File: config.mk
export PLATFORM = sky130hd
export DESIGN_NAME = inst_fetch_flat
export DESIGN_NICKNAME = d
export VERILOG_FILES = /design/src/rtl/inst_fetch_if.sv /design/src/rtl/inst_fetch.sv /design/src/flat_wrapper.sv
export SDC_FILE = /design/constraint.sdc
export NUM_CORES = 1
export LEC_CHECK = 0
export ABC_AREA = 1
export BUFFER_PORTS_ARGS = -buffer_cell sky130_fd_sc_hd__buf_2
export CORE_AREA = 2 2 122 124
export CTS_BUF_LIST = sky130_fd_sc_hd__clkbuf_4
export DETAILED_ROUTE_END_ITERATION = 8
export DIE_AREA = 0 0 124 126
export PLACE_DENSITY = 0.77
export SYNTH_ARGS = -nofsm -noshare
export SYNTH_HDL_FRONTEND = slang
export SYNTH_SLANG_ARGS = --single-unit
export TNS_END_PERCENT = 100
File: constraint.sdc
create_clock -name clk -period 3 [get_ports clk]
set_input_delay 0.6 -clock clk [delete_from_list [all_inputs] [get_ports clk]]
set_output_delay 0.6 -clock clk [all_outputs]
set_load 0.02 [all_outputs]
File: src/rtl/inst_fetch_if.sv
// Bus bundle between the fetch stage, the instruction SRAM read port and ID.
interface inst_fetch_if;
    logic [5:0]  stall;
    logic [32:0] br_bus;
    logic        inst_sram_en;
    logic [3:0]  inst_sram_wen;
    logic [31:0] inst_sram_addr;
    logic [31:0] inst_sram_wdata;
    logic [31:0] inst_sram_rdata;
    logic [33:0] if_to_id_bus;
    logic [31:0] inst_to_id;

    // Fetch stage side.
    modport master (
        input  stall,
        input  br_bus,
        input  inst_sram_rdata,
        output inst_sram_en,
        output inst_sram_wen,
        output inst_sram_addr,
        output inst_sram_wdata,
        output if_to_id_bus,
        output inst_to_id
    );

    // Environment side: pipeline control, ID and the SRAM model.
    modport slave (
        output stall,
        output br_bus,
        output inst_sram_rdata,
        input  inst_sram_en,
        input  inst_sram_wen,
        input  inst_sram_addr,
        input  inst_sram_wdata,
        input  if_to_id_bus,
        input  inst_to_id
    );
endinterface

File: src/rtl/inst_fetch.sv
// Instruction-fetch stage: owns the PC, drives the instruction SRAM read port,
// buffers redirects that arrive while the PC is held, and keeps a one-entry
// skid buffer so ID sees a stable instruction word while it is stalled.
module inst_fetch #(
    parameter logic [31:0] RESET_PC = 32'hBFBF_FFFC
) (
    input  logic          clk,
    input  logic          rst,
    inst_fetch_if.master  bus
);

    localparam int unsigned XLEN     = 32;
    localparam int unsigned PC_STEP  = 4;

    // Decoded inputs
    logic            br_e;
    logic [XLEN-1:0] br_addr;
    logic            pc_stop;
    logic            ifid_stop;

    // Stage state
    logic [XLEN-1:0] pc_q, pc_d;
    logic            ce_q, ce_d;
    logic            redir_pend_q, redir_pend_d;
    logic [XLEN-1:0] redir_addr_q, redir_addr_d;
    logic [XLEN-1:0] ibuf_q, ibuf_d;
    logic            ibuf_vld_q, ibuf_vld_d;

    // Derived signals
    logic [XLEN-1:0] next_pc;
    logic            excp_adel;

    // Stall bits beyond IF/ID hold belong to later stages.
    logic            unused_stall;

    assign br_e         = bus.br_bus[32];
    assign br_addr      = bus.br_bus[31:0];
    assign pc_stop      = bus.stall[0];
    assign ifid_stop    = bus.stall[1];
    assign unused_stall = ^bus.stall[5:2];

    // Next fetch address: live branch beats a buffered redirect beats sequential.
    always_comb begin
        next_pc = pc_q + XLEN'(PC_STEP);
        if (br_e) begin
            next_pc = br_addr;
        end else if (redir_pend_q) begin
            next_pc = redir_addr_q;
        end
    end

    // PC advance and redirect buffering under PC hold.
    always_comb begin
        pc_d         = pc_q;
        ce_d         = ce_q;
        redir_pend_d = redir_pend_q;
        redir_addr_d = redir_addr_q;
        if (!pc_stop) begin
            pc_d         = next_pc;
            ce_d         = 1'b1;
            redir_pend_d = 1'b0;
        end else if (br_e) begin
            redir_pend_d = 1'b1;
            redir_addr_d = br_addr;
        end
    end

    // Skid buffer: capture the SRAM word on the first IF/ID-held cycle only.
    always_comb begin
        ibuf_d     = ibuf_q;
        ibuf_vld_d = ibuf_vld_q;
        if (ifid_stop) begin
            if (!ibuf_vld_q) begin
                ibuf_d     = bus.inst_sram_rdata;
                ibuf_vld_d = 1'b1;
            end
        end else begin
            ibuf_vld_d = 1'b0;
        end
    end

    // State registers with synchronous reset taking priority over everything.
    always_ff @(posedge clk) begin
        if (rst) begin
            pc_q         <= RESET_PC;
            ce_q         <= 1'b0;
            redir_pend_q <= 1'b0;
            redir_addr_q <= '0;
            ibuf_q       <= '0;
            ibuf_vld_q   <= 1'b0;
        end else begin
            pc_q         <= pc_d;
            ce_q         <= ce_d;
            redir_pend_q <= redir_pend_d;
            redir_addr_q <= redir_addr_d;
            ibuf_q       <= ibuf_d;
            ibuf_vld_q   <= ibuf_vld_d;
        end
    end

    // Misaligned fetch raises AdEL and suppresses the SRAM access.
    assign excp_adel = ce_q & (pc_q[1:0] != 2'b00);

    // SRAM read port and ID-facing outputs.
    assign bus.inst_sram_en    = ce_q & ~excp_adel;
    assign bus.inst_sram_wen   = 4'b0000;
    assign bus.inst_sram_addr  = pc_q;
    assign bus.inst_sram_wdata = '0;
    assign bus.if_to_id_bus    = {excp_adel, ce_q, pc_q};
    assign bus.inst_to_id      = ibuf_vld_q ? ibuf_q : bus.inst_sram_rdata;

endmodule

File: src/flat_wrapper.sv
// flat-port wrapper written by rule: the top's interface ports become plain ports
module inst_fetch_flat 
#(
    parameter logic [31:0] RESET_PC = 32'hBFBF_FFFC
)
  (clk, rst, bus_stall, bus_br_bus, bus_inst_sram_rdata, bus_inst_sram_en, bus_inst_sram_wen, bus_inst_sram_addr, bus_inst_sram_wdata, bus_if_to_id_bus, bus_inst_to_id);
  inst_fetch_if bus_i ();
  input  logic clk;
  input  logic rst;
  input wire logic [$bits(bus_i.stall)-1:0] bus_stall;
  input wire logic [$bits(bus_i.br_bus)-1:0] bus_br_bus;
  input wire logic [$bits(bus_i.inst_sram_rdata)-1:0] bus_inst_sram_rdata;
  output wire logic [$bits(bus_i.inst_sram_en)-1:0] bus_inst_sram_en;
  output wire logic [$bits(bus_i.inst_sram_wen)-1:0] bus_inst_sram_wen;
  output wire logic [$bits(bus_i.inst_sram_addr)-1:0] bus_inst_sram_addr;
  output wire logic [$bits(bus_i.inst_sram_wdata)-1:0] bus_inst_sram_wdata;
  output wire logic [$bits(bus_i.if_to_id_bus)-1:0] bus_if_to_id_bus;
  output wire logic [$bits(bus_i.inst_to_id)-1:0] bus_inst_to_id;
  assign bus_i.stall = bus_stall;
  assign bus_i.br_bus = bus_br_bus;
  assign bus_i.inst_sram_rdata = bus_inst_sram_rdata;
  assign bus_inst_sram_en = bus_i.inst_sram_en;
  assign bus_inst_sram_wen = bus_i.inst_sram_wen;
  assign bus_inst_sram_addr = bus_i.inst_sram_addr;
  assign bus_inst_sram_wdata = bus_i.inst_sram_wdata;
  assign bus_if_to_id_bus = bus_i.if_to_id_bus;
  assign bus_inst_to_id = bus_i.inst_to_id;
  inst_fetch #(.RESET_PC(RESET_PC)) u_core (.clk(clk), .rst(rst), .bus(bus_i));
endmodule
## Word level (Yosys, flattened, before mapping)

Cells that the tools add are included.
W data, S select, Z words.

| word-level totals | value |
|---|---|
| flip-flop bits (word level) | 99 |
| latch bits | 0 |
| bits in writable memories | 0 |
| ROM bits | 0 |
| output and inout bits | 135 |
| word-level logic and storage cells | 18 |
| memories | 0 |

| operators by class | value |
|---|---|
| $add $sub $neg | 1 |
| $mul | 0 |
| divide/modulo/power cells | 0 |
| magnitude comparators | 0 |
| equal/unequal tests | 0 |
| shift operators | 0 |
| muxes and demuxes | 4 |
| bitwise operators | 4 |
| reductions and logical operators | 3 |

Operator list:

| operator | count |
|---|---|
| $mux W32 | 3 |
| $add A32 B3 Y32 const B | 1 |
| $and A1 B1 Y1 | 2 |
| $not A1 Y1 | 2 |
| $reduce_and A2 Y1 | 1 |
| $reduce_bool A2 Y1 | 1 |
| $reduce_or A2 Y1 | 1 |
| $mux W1 | 1 |

## Depth between registers and ports, before layout

| depth | value |
|---|---|
| depth after elaboration | 4 |
| mapped depth | 10 |
| gate-level depth less buffers | 10 |

## Worst setup path after synthesis

OpenSTA, ideal clock, no wires.

| timing path | value |
|---|---|
| kind | reg-to-output |
| start | register u_core.ibuf_vld_q |
| end | output bus_inst_to_id[0] |
| arrival time | 1.058 ns |
| setup slack | 1.342 ns |
| stages on the path, launching flop included | 5 |
| path buffers | 2 |
| path through | dfxtp_1 -> buf_2 -> buf_2 -> nor2_1 -> a21oi_1 |

| on the way | value |
|---|---|
| cells in the longest elaborated chain, start to end | 1 |

RTL lines:

| item | RTL line | text |
|---|---|---|
| from (decl) | inst_fetch.sv:27 | `logic ibuf_vld_q, ibuf_vld_d;` |
| from (signal assigned) | inst_fetch.sv:97 | `ibuf_vld_q <= ibuf_vld_d;` |
| $mux W32 | inst_fetch.sv:110 | `assign bus.inst_to_id = ibuf_vld_q ? ibuf_q : bus.inst_sram_rdata;` |
| to (decl) | flat_wrapper.sv:18 | `output wire logic [$bits(bus_i.inst_to_id)-1:0] bus_inst_to_id;` |

No other way between the ends.

## Worst setup path after layout

| timing path | value |
|---|---|
| start | register u_core.ibuf_vld_q |
| end | output bus_inst_to_id[15] |

Same word-level chain as after synthesis.

==> results.cfg <==
[outcome]
status = completed

[global_routing]
gr-total-overflow = 0
grt_use_met2 = 0.293
antenna_found_initial = 3
grt_usage = 0.182
grt_busiest_layer = met2
use_met3 = 0.0466
grt_pass1_vias = 4767
grt_pass1_wl_mm = 22.6
grt_max_degree = 50
met1_usage = 0.229

[setup_path]
worstPathRequired_ps = 2400
path_max_fanout = 36
path_class = flop to output port
r2r_cells = 7
endpoint_kind = output port
reg2reg_to = u_core.bus.inst_sram_addr[16]
crit_arrival_ps = 1860
r2r-start = u_core.bus.inst_sram_addr[2]
start_kind = flop
reg2reg_slack_ps = 1130

[worst_hold_path]
hold_path_depth = 3
whs_endpoint = u_core.redir_addr_q[27]
hp-start = bus_br_bus[27]
hold_path_class = input pin to flop

[route]
drtIter0Drc = 374
drt_wl_total_mm = 14.1
wire_per_inst_um = 12.3
drt_pass1_iterations = 5
drc = 0
vias = 5458
avgViaCountPerCell = 4.75
ant_nets = 0

[yosys]
synth-simple-area-share = 0.217
synthMuxAreaShare = 0
synth_xor_area_frac = 0.0125
synthCells = 842
synth_adder_area_share = 0.00223
synth_top_family_by_area = simple AND/OR/NAND/NOR gates
ys_top_cells_by_count = 138 x nor2_1, 119 x nand2_1, 107 x inv_1
synth_top_cell_area_share = 0.353
synthTopCellsByArea = dfxtp_1 35%, buf_4 9.5%, a21oi_1 9.4%, nor2_1 9.2%, nand2_1 8.0%
synth-seq-cells = 99
synthArstFlopShare = 0
synth_compound_area_frac = 0.215
post-synth-top-area-cell = dfxtp_1
ys_warn_count = 0
ys_types = 29
yosysSeqAreaShare = 0.353
yosysMostFrequentCell = nor2_1
synth_flop_cell = dfxtp_1
synth-edff-count = 0
syn_avg_cell_area_sq_um = 6.67
synth.cell_area_sq_mm = 0.00561

[sta]
layout_min_cycle_time_ps = 2460
rsz0062_at_grt = false
fin_skew_ps = 20.0
tns_ps = 0
setup_viol = 0
tightest_slew_ps = 742
fmax_mhz = 407
maxSlewHeadroom = 0.506
finalMaxSlewViolations = 0
finalHoldViolCount = 0
whs_ps = 374
fin_crit_sh = 0.819

[clocking]
cts_buffer_depth = 2
cts_hold_buf = 0
cts_buffers = 9
clk_pin_slew_ps = 170
htreeDepth = 3
cts_tree = built
post_cts_buffers = 0
clockRootBuffer = clkbuf_4
cts_resized = 0
cts_num_sinks = 99
worstSkewPairLatency_ps = 480

[placed_design]
gp_congestion = 0.909
io_buffer_count = 167
dp.final_hpwl_mm = 10.4
dpl_cell_area_sq_mm = 0.00621

[floorplanning]
die-area_sq_mm = 0.0156
core-area_sq_mm = 0.0143
die_w_um = 124
start_util = 0.392
rows = 44
pin_count = 208
die_h_um = 126

[flow_run]
drv_cap = 0

[final_layout]
stdcell_area_sq_mm = 0.00643
fin_nets = 1031
area_delta_synth_final_pct = 14.6
nFillCells = 1504
drive_above_1_share = 0.231

[power]
max-vdd-ir-drop_uv = 220
p_per_area_mw_per_mm2 = 526
fin_total_pwr_mw = 3.38
power.leakage_nw = 3.29
-- metrics by stage --
step / setup WS, ps / cells / util
finish: 542 / 1148 / 0.449
floorplan: 1340 / 877 / -
global placement: 964 / 1130 / 0.434
CTS: 484 / 1146 / 0.449
detailed placement: 950 / 1130 / 0.434
global route: 302 / 1148 / 0.449
-- how the worst max path moves through the flow --
stage,startpoint,endpoint
global placement,rst,u_core.bus.inst_sram_addr[25]
floorplan,u_core.ibuf_vld_q,bus_inst_to_id[0]
CTS,u_core.ibuf_vld_q,bus_inst_to_id[15]
global route,u_core.ibuf_vld_q,bus_inst_to_id[26]
finish,u_core.ibuf_vld_q,bus_inst_to_id[15]
detailed placement,rst,u_core.bus.inst_sram_addr[25]
-- worst max-delay path: stages, from the launching register on --
cell,delay (ps)
dfxtp_2,550
buf_4,390
nor2_1,110
a21oi_1,150
buf_2,190
-- cell families (layout without fill, tap and decap cells) --
| logic type | count (synthesis) | after routing |
|---|---|---|
| adder cells (fa/ha/maj) | 1 | 1 |
| flip-flops | 99 | 99 |
| buffers and inverters | 222 | 307 |
| AO/OA/AOI/OAI | 215 | 215 |
| XOR/XNOR | 8 | 8 |
| AND/OR/NAND/NOR | 296 | 296 |
| other | 1 | 38 |
-- flip-flops by register name, summed over array words and instances (netlist names) --
register,flops
u_core.ce_q,1
u_core.redir_addr_q,32
u_core.ibuf_q,32
u_core.redir_pend_q,1
u_core.bus.inst_sram_addr,32
u_core.ibuf_vld_q,1
-- metal layers --
metal	vias to the layer above	wire length, um
met2	196	6690
met5	-	13
met1	2417	6040
li1	2822	-
met3	21	1010
met4	2	314
-- cell type report --
type	count	area (sq um)	area share
multi-input combinational	556	2650	0.411
sequential	99	1980	0.308
timing repair buffer	178	931	0.145
inverter	113	424	0.0659
tap	184	230	0.0358
clock inverter	7	146	0.0228
clock buffer	9	67.6	0.0105
antenna	2	5.00	0.000778
-- placed cells by master (no fill, tap or decap), types with 2 or more instances in the layout --
| cell type | instances |
|---|---|
| a221oi_1 | 27 |
| o211ai_1 | 2 |
| inv_2 | 5 |
| nand3_1 | 15 |
| nor2_4 | 5 |
| nor2_1 | 138 |
| diode_2 | 2 |
| xor2_1 | 7 |
| nand2_1 | 119 |
| a21oi_1 | 105 |
| o22ai_1 | 2 |
| buf_4 | 10 |
| a211oi_1 | 3 |
| clkbuf_4 | 9 |
| nand2_2 | 5 |
| inv_6 | 2 |
| bufinv_16 | 4 |
| buf_2 | 167 |
| o21ai_0 | 70 |
| conb_1 | 36 |
| dfxtp_1 | 98 |
| nor2_2 | 11 |
| inv_1 | 107 |
| a22oi_1 | 5 |
-- report_power, final --
| group | switching (mW) | internal [mW] |
|---|---|---|
| combinational | 0.603 | 0.286 |
| clock | 0.480 | 0.513 |
| sequential | 0.0853 | 1.41 |
No activity file was read; power rests on OpenSTA's default activity.
